`config.mk`:
```
export PLATFORM = sky130hd
export DESIGN_NAME = control_sequencer
export DESIGN_NICKNAME = d
export VERILOG_FILES = /design/src/rtl/control_sequencer.sv
export SDC_FILE = /design/constraint.sdc
export NUM_CORES = 1
export LEC_CHECK = 0
export BUFFER_PORTS_ARGS = -buffer_cell sky130_fd_sc_hd__buf_4
export CORE_AREA = 4 4 49 51
export DETAILED_ROUTE_END_ITERATION = 16
export DIE_AREA = 0 0 53 55
export PLACE_DENSITY = 0.77
export SYNTH_ARGS = -nofsm -noshare
export SYNTH_HDL_FRONTEND = slang
export SYNTH_SLANG_ARGS = --single-unit
```
`constraint.sdc`:
```
create_clock -name Clock -period 1.4 [get_ports Clock]
set_input_delay 0.14 -clock Clock [delete_from_list [all_inputs] [get_ports Clock]]
set_output_delay 0.14 -clock Clock [all_outputs]
set_load 0.005 [all_outputs]
```
`src/rtl/control_sequencer.sv`:
```
// Hardwired fetch/execute sequencer for the single-bus datapath.
// Emits per-T-state bus, load and register-select strobes from the IR.
module control_sequencer #(
    parameter logic [4:0] HALT_OP = 5'b11011,
    parameter logic [4:0] NOP_OP  = 5'b11010,
    parameter logic [4:0] MUL_OP  = 5'b01111,
    parameter logic [4:0] DIV_OP  = 5'b10000,
    parameter logic [4:0] NEG_OP  = 5'b10001,
    parameter logic [4:0] NOT_OP  = 5'b10010
) (
    input  logic        Clock,
    input  logic        Clear_n,
    input  logic [31:0] IR,
    input  logic        Mem_ready,
    output logic        PCout,
    output logic        Zlowout,
    output logic        Zhighout,
    output logic        MDRout,
    output logic        PCin,
    output logic        MARin,
    output logic        MDRin,
    output logic        IRin,
    output logic        Yin,
    output logic        Zin,
    output logic        HIin,
    output logic        LOin,
    output logic        IncPC,
    output logic        Read,
    output logic        Gra,
    output logic        Grb,
    output logic        Grc,
    output logic        Rin,
    output logic        Rout,
    output logic [4:0]  alu_op,
    output logic        Run,
    output logic        Illegal
);

    typedef enum logic [2:0] {
        S_T0,
        S_T1,
        S_T2,
        S_T3,
        S_T4,
        S_T5,
        S_T6,
        S_HALT
    } state_t;

    typedef struct packed {
        logic pc_out;
        logic zlo_out;
        logic zhi_out;
        logic mdr_out;
        logic pc_in;
        logic mar_in;
        logic mdr_in;
        logic ir_in;
        logic y_in;
        logic z_in;
        logic hi_in;
        logic lo_in;
        logic inc_pc;
        logic read;
        logic gra;
        logic grb;
        logic grc;
        logic r_in;
        logic r_out;
    } ctl_t;

    state_t     state_q;
    state_t     state_d;
    logic       illegal_q;
    logic       illegal_d;
    ctl_t       ctl;
    logic [4:0] alu_d;

    logic [4:0] op;
    logic       op_alu;
    logic       op_hilo;
    logic       op_unary;
    logic       op_exec;
    logic       op_nop;
    logic       op_halt;
    logic       unused_ir;

    assign op        = IR[31:27];
    assign unused_ir = ^IR[26:0];

    assign op_alu   = (op <= 5'b01110);
    assign op_hilo  = (op == MUL_OP) || (op == DIV_OP);
    assign op_unary = (op == NEG_OP) || (op == NOT_OP);
    assign op_exec  = op_alu || op_hilo || op_unary;
    assign op_nop   = (op == NOP_OP);
    assign op_halt  = (op == HALT_OP);

    always_ff @(posedge Clock or negedge Clear_n) begin
        if (!Clear_n) begin
            state_q   <= S_T0;
            illegal_q <= 1'b0;
        end else begin
            state_q   <= state_d;
            illegal_q <= illegal_d;
        end
    end

    always_comb begin
        state_d   = state_q;
        illegal_d = 1'b0;
        unique case (state_q)
            S_T0: state_d = S_T1;
            S_T1: begin
                if (Mem_ready) begin
                    state_d = S_T2;
                end
            end
            S_T2: begin
                unique case (1'b1)
                    op_halt: state_d = S_HALT;
                    op_nop:  state_d = S_T0;
                    op_exec: state_d = S_T3;
                    default: begin
                        state_d   = S_T0;
                        illegal_d = 1'b1;
                    end
                endcase
            end
            S_T3: state_d = S_T4;
            S_T4: state_d = op_unary ? S_T0 : S_T5;
            S_T5: state_d = op_hilo ? S_T6 : S_T0;
            S_T6: state_d = S_T0;
            S_HALT: state_d = S_HALT;
        endcase
    end

    // Execute-phase strobes depend on the opcode class latched in IR at T2.
    always_comb begin
        ctl   = '0;
        alu_d = 5'b00000;
        unique case (state_q)
            S_T0: begin
                ctl.pc_out = 1'b1;
                ctl.mar_in = 1'b1;
                ctl.inc_pc = 1'b1;
                ctl.z_in   = 1'b1;
            end
            S_T1: begin
                ctl.zlo_out = 1'b1;
                ctl.pc_in   = 1'b1;
                ctl.read    = 1'b1;
                ctl.mdr_in  = 1'b1;
            end
            S_T2: begin
                ctl.mdr_out = 1'b1;
                ctl.ir_in   = 1'b1;
            end
            S_T3: begin
                ctl.r_out = 1'b1;
                unique case (1'b1)
                    op_hilo: begin
                        ctl.gra  = 1'b1;
                        ctl.y_in = 1'b1;
                    end
                    op_unary: begin
                        ctl.grb  = 1'b1;
                        ctl.z_in = 1'b1;
                        alu_d    = op;
                    end
                    default: begin
                        ctl.grb  = 1'b1;
                        ctl.y_in = 1'b1;
                    end
                endcase
            end
            S_T4: begin
                unique case (1'b1)
                    op_unary: begin
                        ctl.zlo_out = 1'b1;
                        ctl.gra     = 1'b1;
                        ctl.r_in    = 1'b1;
                    end
                    op_hilo: begin
                        ctl.grb   = 1'b1;
                        ctl.r_out = 1'b1;
                        ctl.z_in  = 1'b1;
                        alu_d     = op;
                    end
                    default: begin
                        ctl.grc   = 1'b1;
                        ctl.r_out = 1'b1;
                        ctl.z_in  = 1'b1;
                        alu_d     = op;
                    end
                endcase
            end
            S_T5: begin
                ctl.zlo_out = 1'b1;
                if (op_hilo) begin
                    ctl.lo_in = 1'b1;
                end else begin
                    ctl.gra  = 1'b1;
                    ctl.r_in = 1'b1;
                end
            end
            S_T6: begin
                ctl.zhi_out = 1'b1;
                ctl.hi_in   = 1'b1;
            end
            S_HALT: ;
        endcase
    end

    // Outputs are masked while Clear_n is low so a mid-instruction
    // reset never shows the T0 strobes before release.
    assign PCout    = Clear_n & ctl.pc_out;
    assign Zlowout  = Clear_n & ctl.zlo_out;
    assign Zhighout = Clear_n & ctl.zhi_out;
    assign MDRout   = Clear_n & ctl.mdr_out;
    assign PCin     = Clear_n & ctl.pc_in;
    assign MARin    = Clear_n & ctl.mar_in;
    assign MDRin    = Clear_n & ctl.mdr_in;
    assign IRin     = Clear_n & ctl.ir_in;
    assign Yin      = Clear_n & ctl.y_in;
    assign Zin      = Clear_n & ctl.z_in;
    assign HIin     = Clear_n & ctl.hi_in;
    assign LOin     = Clear_n & ctl.lo_in;
    assign IncPC    = Clear_n & ctl.inc_pc;
    assign Read     = Clear_n & ctl.read;
    assign Gra      = Clear_n & ctl.gra;
    assign Grb      = Clear_n & ctl.grb;
    assign Grc      = Clear_n & ctl.grc;
    assign Rin      = Clear_n & ctl.r_in;
    assign Rout     = Clear_n & ctl.r_out;
    assign alu_op   = Clear_n ? alu_d : 5'b00000;
    assign Illegal  = Clear_n & illegal_q;
    assign Run      = !Clear_n || (state_q != S_HALT);

endmodule

```
# Word-level counts from Yosys, hierarchy flattened
# Index checks and enable logic that the tools add are counted.
# Widths: inputs -> output; s select.
word_totals:
  out_inout_bits: 26
  input_bits: 35
  word_cells: 71
  ff_bits: 4
classes:
  n_reduce_logical: 10
  n_eq_ne: 15
  muxes: 29
  bitwise_logic: 14
  magnitude_cmp: 1
ops:
  columns: ["cell", "count"]
  rows:
  - ["$eq 5x5->1 const B", 5]
  - ["$pmux 3 s8", 1]
  - ["$mux 5", 3]
  - ["$and 1x1->1", 14]
  - ["$mux 1", 14]
  - ["$eq 3x3->1 const B", 4]
  - ["$pmux 5 s2", 1]
  - ["$mux 3", 3]
  - ["$pmux 1 s2", 4]
  - ["$eq 3x2->1 const B", 2]
  - ["$pmux 1 s3", 2]
  - ["$pmux 3 s2", 1]
  - ["$eq 5x4->1 const B", 1]
  - ["$le 5x4->1 const B", 1]
  - ["$logic_or 1x1->1", 5]
  - ["$reduce_or 2->1", 2]
  - ["$eq 3x1->1 const B", 1]
  - ["$logic_not 3->1", 1]
  - ["$ne 3x3->1 const B", 1]
  - ["$reduce_or 3->1", 1]
  - ["$ne 2x2->1 const B", 1]
  - ["$logic_not 1->1", 1]

# Logic depth before layout (Yosys ltp)
logic_depth:
  ltp_word: 7
  mapped_depth: 5

# Worst setup path after synthesis
# No wires, ideal clock.
synth_timing:
  path_kind: "reg2out"
  from: "register state_q[0]"
  to: "output alu_op[0]"
  path_buffers: 1
  required_ns: 1.260
  arrival_ns: 1.414
  slack_ns: -0.154
  stages_incl_launch_ff: 6
  cell_sequence: "dfrtp_1 -> clkbuf_1 -> nand2_1 -> or4_4 -> a21oi_2 -> and2_1"
synth_via:
  elab_chain_cells: 3
  elab_cells_between_ends: 4
  classes_between: "eq/ne: 2; mux: 2"
synth_lines:
  columns: ["element", "line", "text"]
  rows:
  - ["start, declared", "72", "state_t state_q;"]
  - ["start signal, assigned", "103", "state_q <= state_d;"]
  - ["$eq 3x3->1 or $eq 3x2->1 (tied branches)", "141", "unique case (state_q)"]
  - ["$pmux 5 s2 (*)", "141", null]
  - ["$mux 5 (*)", "235", "assign alu_op = Clear_n ? alu_d : 5'b00000;"]
  - ["end, declared", "34", "output logic [4:0] alu_op,"]
# Every way passes the cells marked *; elsewhere a longest branch is shown, timed or not.

# Final worst setup path
layout_timing:
  from: "register state_q[2]"
  to: "output alu_op[4]"
# The elaborated chain is that of the path after synthesis.

==> impl_results.md <==
- Crit. path cell count: 4
- Met1 Use GR: ~17%
- Setup crit end kind: output port
- Synthesized area per cell: 6.87 um2
- Sw frac: 42.3%
- FP Rows: 16
- Syn Inst Count: 85
- Post-DP HPWL: 1660 um
- DRC violations left: 0
- Yosys reg bits: 4
- Register share of total power: between 15 and 20%
- Synth Net Count: 120
- Slowest CP cell: or4_4
- Most frequent cell after synthesis: nor2_1
- Flop-to-flop setup slack: -0.08 ns
- Slew headroom: 76.6%
- Fin crit period: 1.75 ns
- Avg WL per Cell: roughly 13 um
- Core area: ~0.0019 mm2
- Crit path required time: 1.26 ns
- Drt first pass iters: 4
- Synth cell types: 32
- CP delay by family, top: simple AND/OR/NAND/NOR gates
- Peak per-stage delay on the critical path: 0.58 ns
- Layout area overhead: 95.9%
- Initial antenna violation count: 0
- GR peak layer: met2
- M3 GR Usage: 2.41%
- Worst r2r src: state_q[2]
- Cell internal pwr: 0.000835 W
- Root buffer cell: clkbuf_4
- Routed vias: 822
- CTS tree: done
- Clock share of power: 9.6%
- RSZ-0062 raised after global routing: yes
- Diode count: 0
- Chip Height: 55 um
- CP Max Fanout: 4
- Mapped Area: between 500 and 600 um2
- Clock transition at path regs: roughly 0.030 ns
- Comb pwr share: 74.8%
- Top cell types by occurrence after synthesis: 12 x nor2_1, 7 x nor3_1
- Tcrit/Tclk final: 125%
- H-tree Lvls: 1
- Reg-to-reg endpoint: state_q[1]
- Starting density of the core: a little under a third
- Slack of the critical path: -0.353 ns
- Crit-path cells: or4_4 > a21oi_4 > and2_1 > buf_4
- Reg2reg path depth: 7
- Peak VDD IR: 0.712 mV
- Async set-or-reset flop fraction in the synthesized netlist: 100%
- Final Max Slew Viols: 0
- Final nets: 172
- Violated checks: negative setup slack
- Switching power: 0.000612 W
- Number of flops mapped to enable cells by yosys: 0
- Setup TNS: -6.04 ns
- Crit path buf inv count: 1
- Sequential area share after synthesis: between 15 and 20%
- Num CTS Buffers: 3
- Final hold viol count: 0
- Leak Pwr: 0.562 nW
- Routed vias/inst: 5.07
- Power Dens Cells: 1260 mW/mm2
- CP arrival: ~1.6 ns
- Layout Skew: between 0.005 and 0.006 ns
- Placed Instances: 153
- Status: finished with violations
- Worst slew pin tran: 0.349 ns
- RePlAce Congestion: 0.804
- GRT Overall Usage: approximately 16%
- Synth top area cells: dfrtp_1 17%, buf_4 7.7%, nor2_1 7.7%, and2_1 6.4%, nor3_1 6.0%
- Hold WC Path Type: input pin to flop
- Routed Antenna Nets: 0
- Vias in the first global route: ~800
- Filler cells: 181
- Final setup viols: 26
- Worst skew pair latency: 0.23 ns
- Worst Hold End: illegal_q
- WL final: 2150 um
- Post-Layout Inst Area: 0.00114 mm2
- Finished Layout Cells: around 160
- # IOs: 61
- Gr ovfl total: 0
- Dominant cell type by area after synthesis: dfrtp_1
- Yosys warns: 0
- Startpoint types: flop
- Synth top area share: between 15 and 20%
- First-pass GRT wire length: 3480 um
- Die area: a little under 0.003 mm2
- Layout cells sized above 1: 59.3%
- Met2 usage: 32.6%
- Die Width: ~53 um
- Hold Path Depth: 3
- Post-DP Area: approximately 960 um2
- Highest clock rate: between 500 and 600 MHz
- Max clock buf depth: 2
- Clk sinks: 4
- Most used flip-flop cell after synthesis: dfrtp_1
- Port Buffer Count: 33
- Iter 0 DRT Violations: 13
- Critical path class: flop to output port
- MaxCap Viol Count: 0
- Largest net degree at the start of global routing: 15
- Hold path start: IR[31]
## layout make-up
type / instances / area (um2) / share of cell area [%]
Multi-Input combinational cell: 68 / 508 / 44.4
Clock buffer: 3 / 22.5 / 1.97
Inverter: 1 / 3.75 / 0.328
Tap cell: 27 / 33.8 / 2.95
Sequential cell: 4 / 101 / 8.85
Timing Repair Buffer: 59 / 475 / 41.5
## routing by layer
layer | wire length, um | vias up | share of wire, %
met1 | 809 | 382 | 38
met4 | 4 | 0 | 0.19
met3 | 162 | 2 | 7.5
met5 | 0 | - | 0
li1 | - | 398 | -
met2 | 1180 | 40 | 55
## how the worst max path moves through the flow
stage	startpoint	to	slack, ns
after detailed placement	IR[29]	alu_op[4]	-0.26
after floorplan	state_q[0]	alu_op[0]	-0.05
after CTS	state_q[2]	alu_op[1]	-0.37
after global routing	state_q[2]	alu_op[1]	-0.44
after global placement	IR[29]	alu_op[4]	-0.23
final	state_q[2]	alu_op[4]	-0.35
## worst min-delay path, stage by stage
cell and delay (ns):
buf_4 0.09, buf_4 0.12, and3_1 0.15
## cell usage in the layout (no fill, tap or decap), types with 3 or more instances in the layout
cell      count
nor3_1        4
buf_6         6
buf_4        51
nor2_2        3
nor2_1        9
and2_1        5
clkbuf_4      3
nand2_1       5
dfrtp_1       3
a21oi_1       4
## kinds of logic after synthesis
group	count (synthesis)	synth area share (%)
DFF	4	17.1
buffers and inverters	13	12.2
AOI/OAI and AO/OA	17	19.9
and+or+nand+nor	47	44.3
xor gates and xnor gates	2	3.00
muxes	2	3.43
## state kept, by name, indices dropped and copies added (netlist names)
register / cells
illegal_q: 1
state_q: 3
## repair_timing
item | CTS | global route
hold endpoints to repair | 4 | 0
buffers inserted | 5 | 1
hold buffers | 1 | 0
pin swaps | 5 | 8
setup endpoints to repair | 24 | 28
gates resized for setup | 16 | 12
## per-stage QoR
stage / util, % / total power (W) / setup WS, ns / hold slack [ns]
floorplan: - / 0.000745 / -0.0541 / -0.156
global placement: 49.5 / 0.00107 / -0.228 / -0.0458
detailed placement: 49.5 / 0.00110 / -0.257 / -0.0433
CTS: 56.6 / 0.00139 / -0.369 / 0.299
global route: 59.0 / 0.00158 / -0.441 / 0.326
finish: 59.0 / 0.00145 / -0.353 / 0.310
## power by group through the flow
| stage | Sequential, W | Combinational (W) | Clock (W) |
|---|---|---|---|
| after floorplan | 0.000178 | 0.000566 | 0 |
| after global placement | 0.000213 | 0.000857 | 0 |
| after detailed placement | 0.000215 | 0.000881 | 0 |
| after CTS | 0.000214 | 0.00104 | 0.000142 |
| after global routing | 0.000232 | 0.00119 | 0.000157 |
| final | 0.000225 | 0.00108 | 0.000139 |
Note: power is estimated with default switching activity, not from simulation.
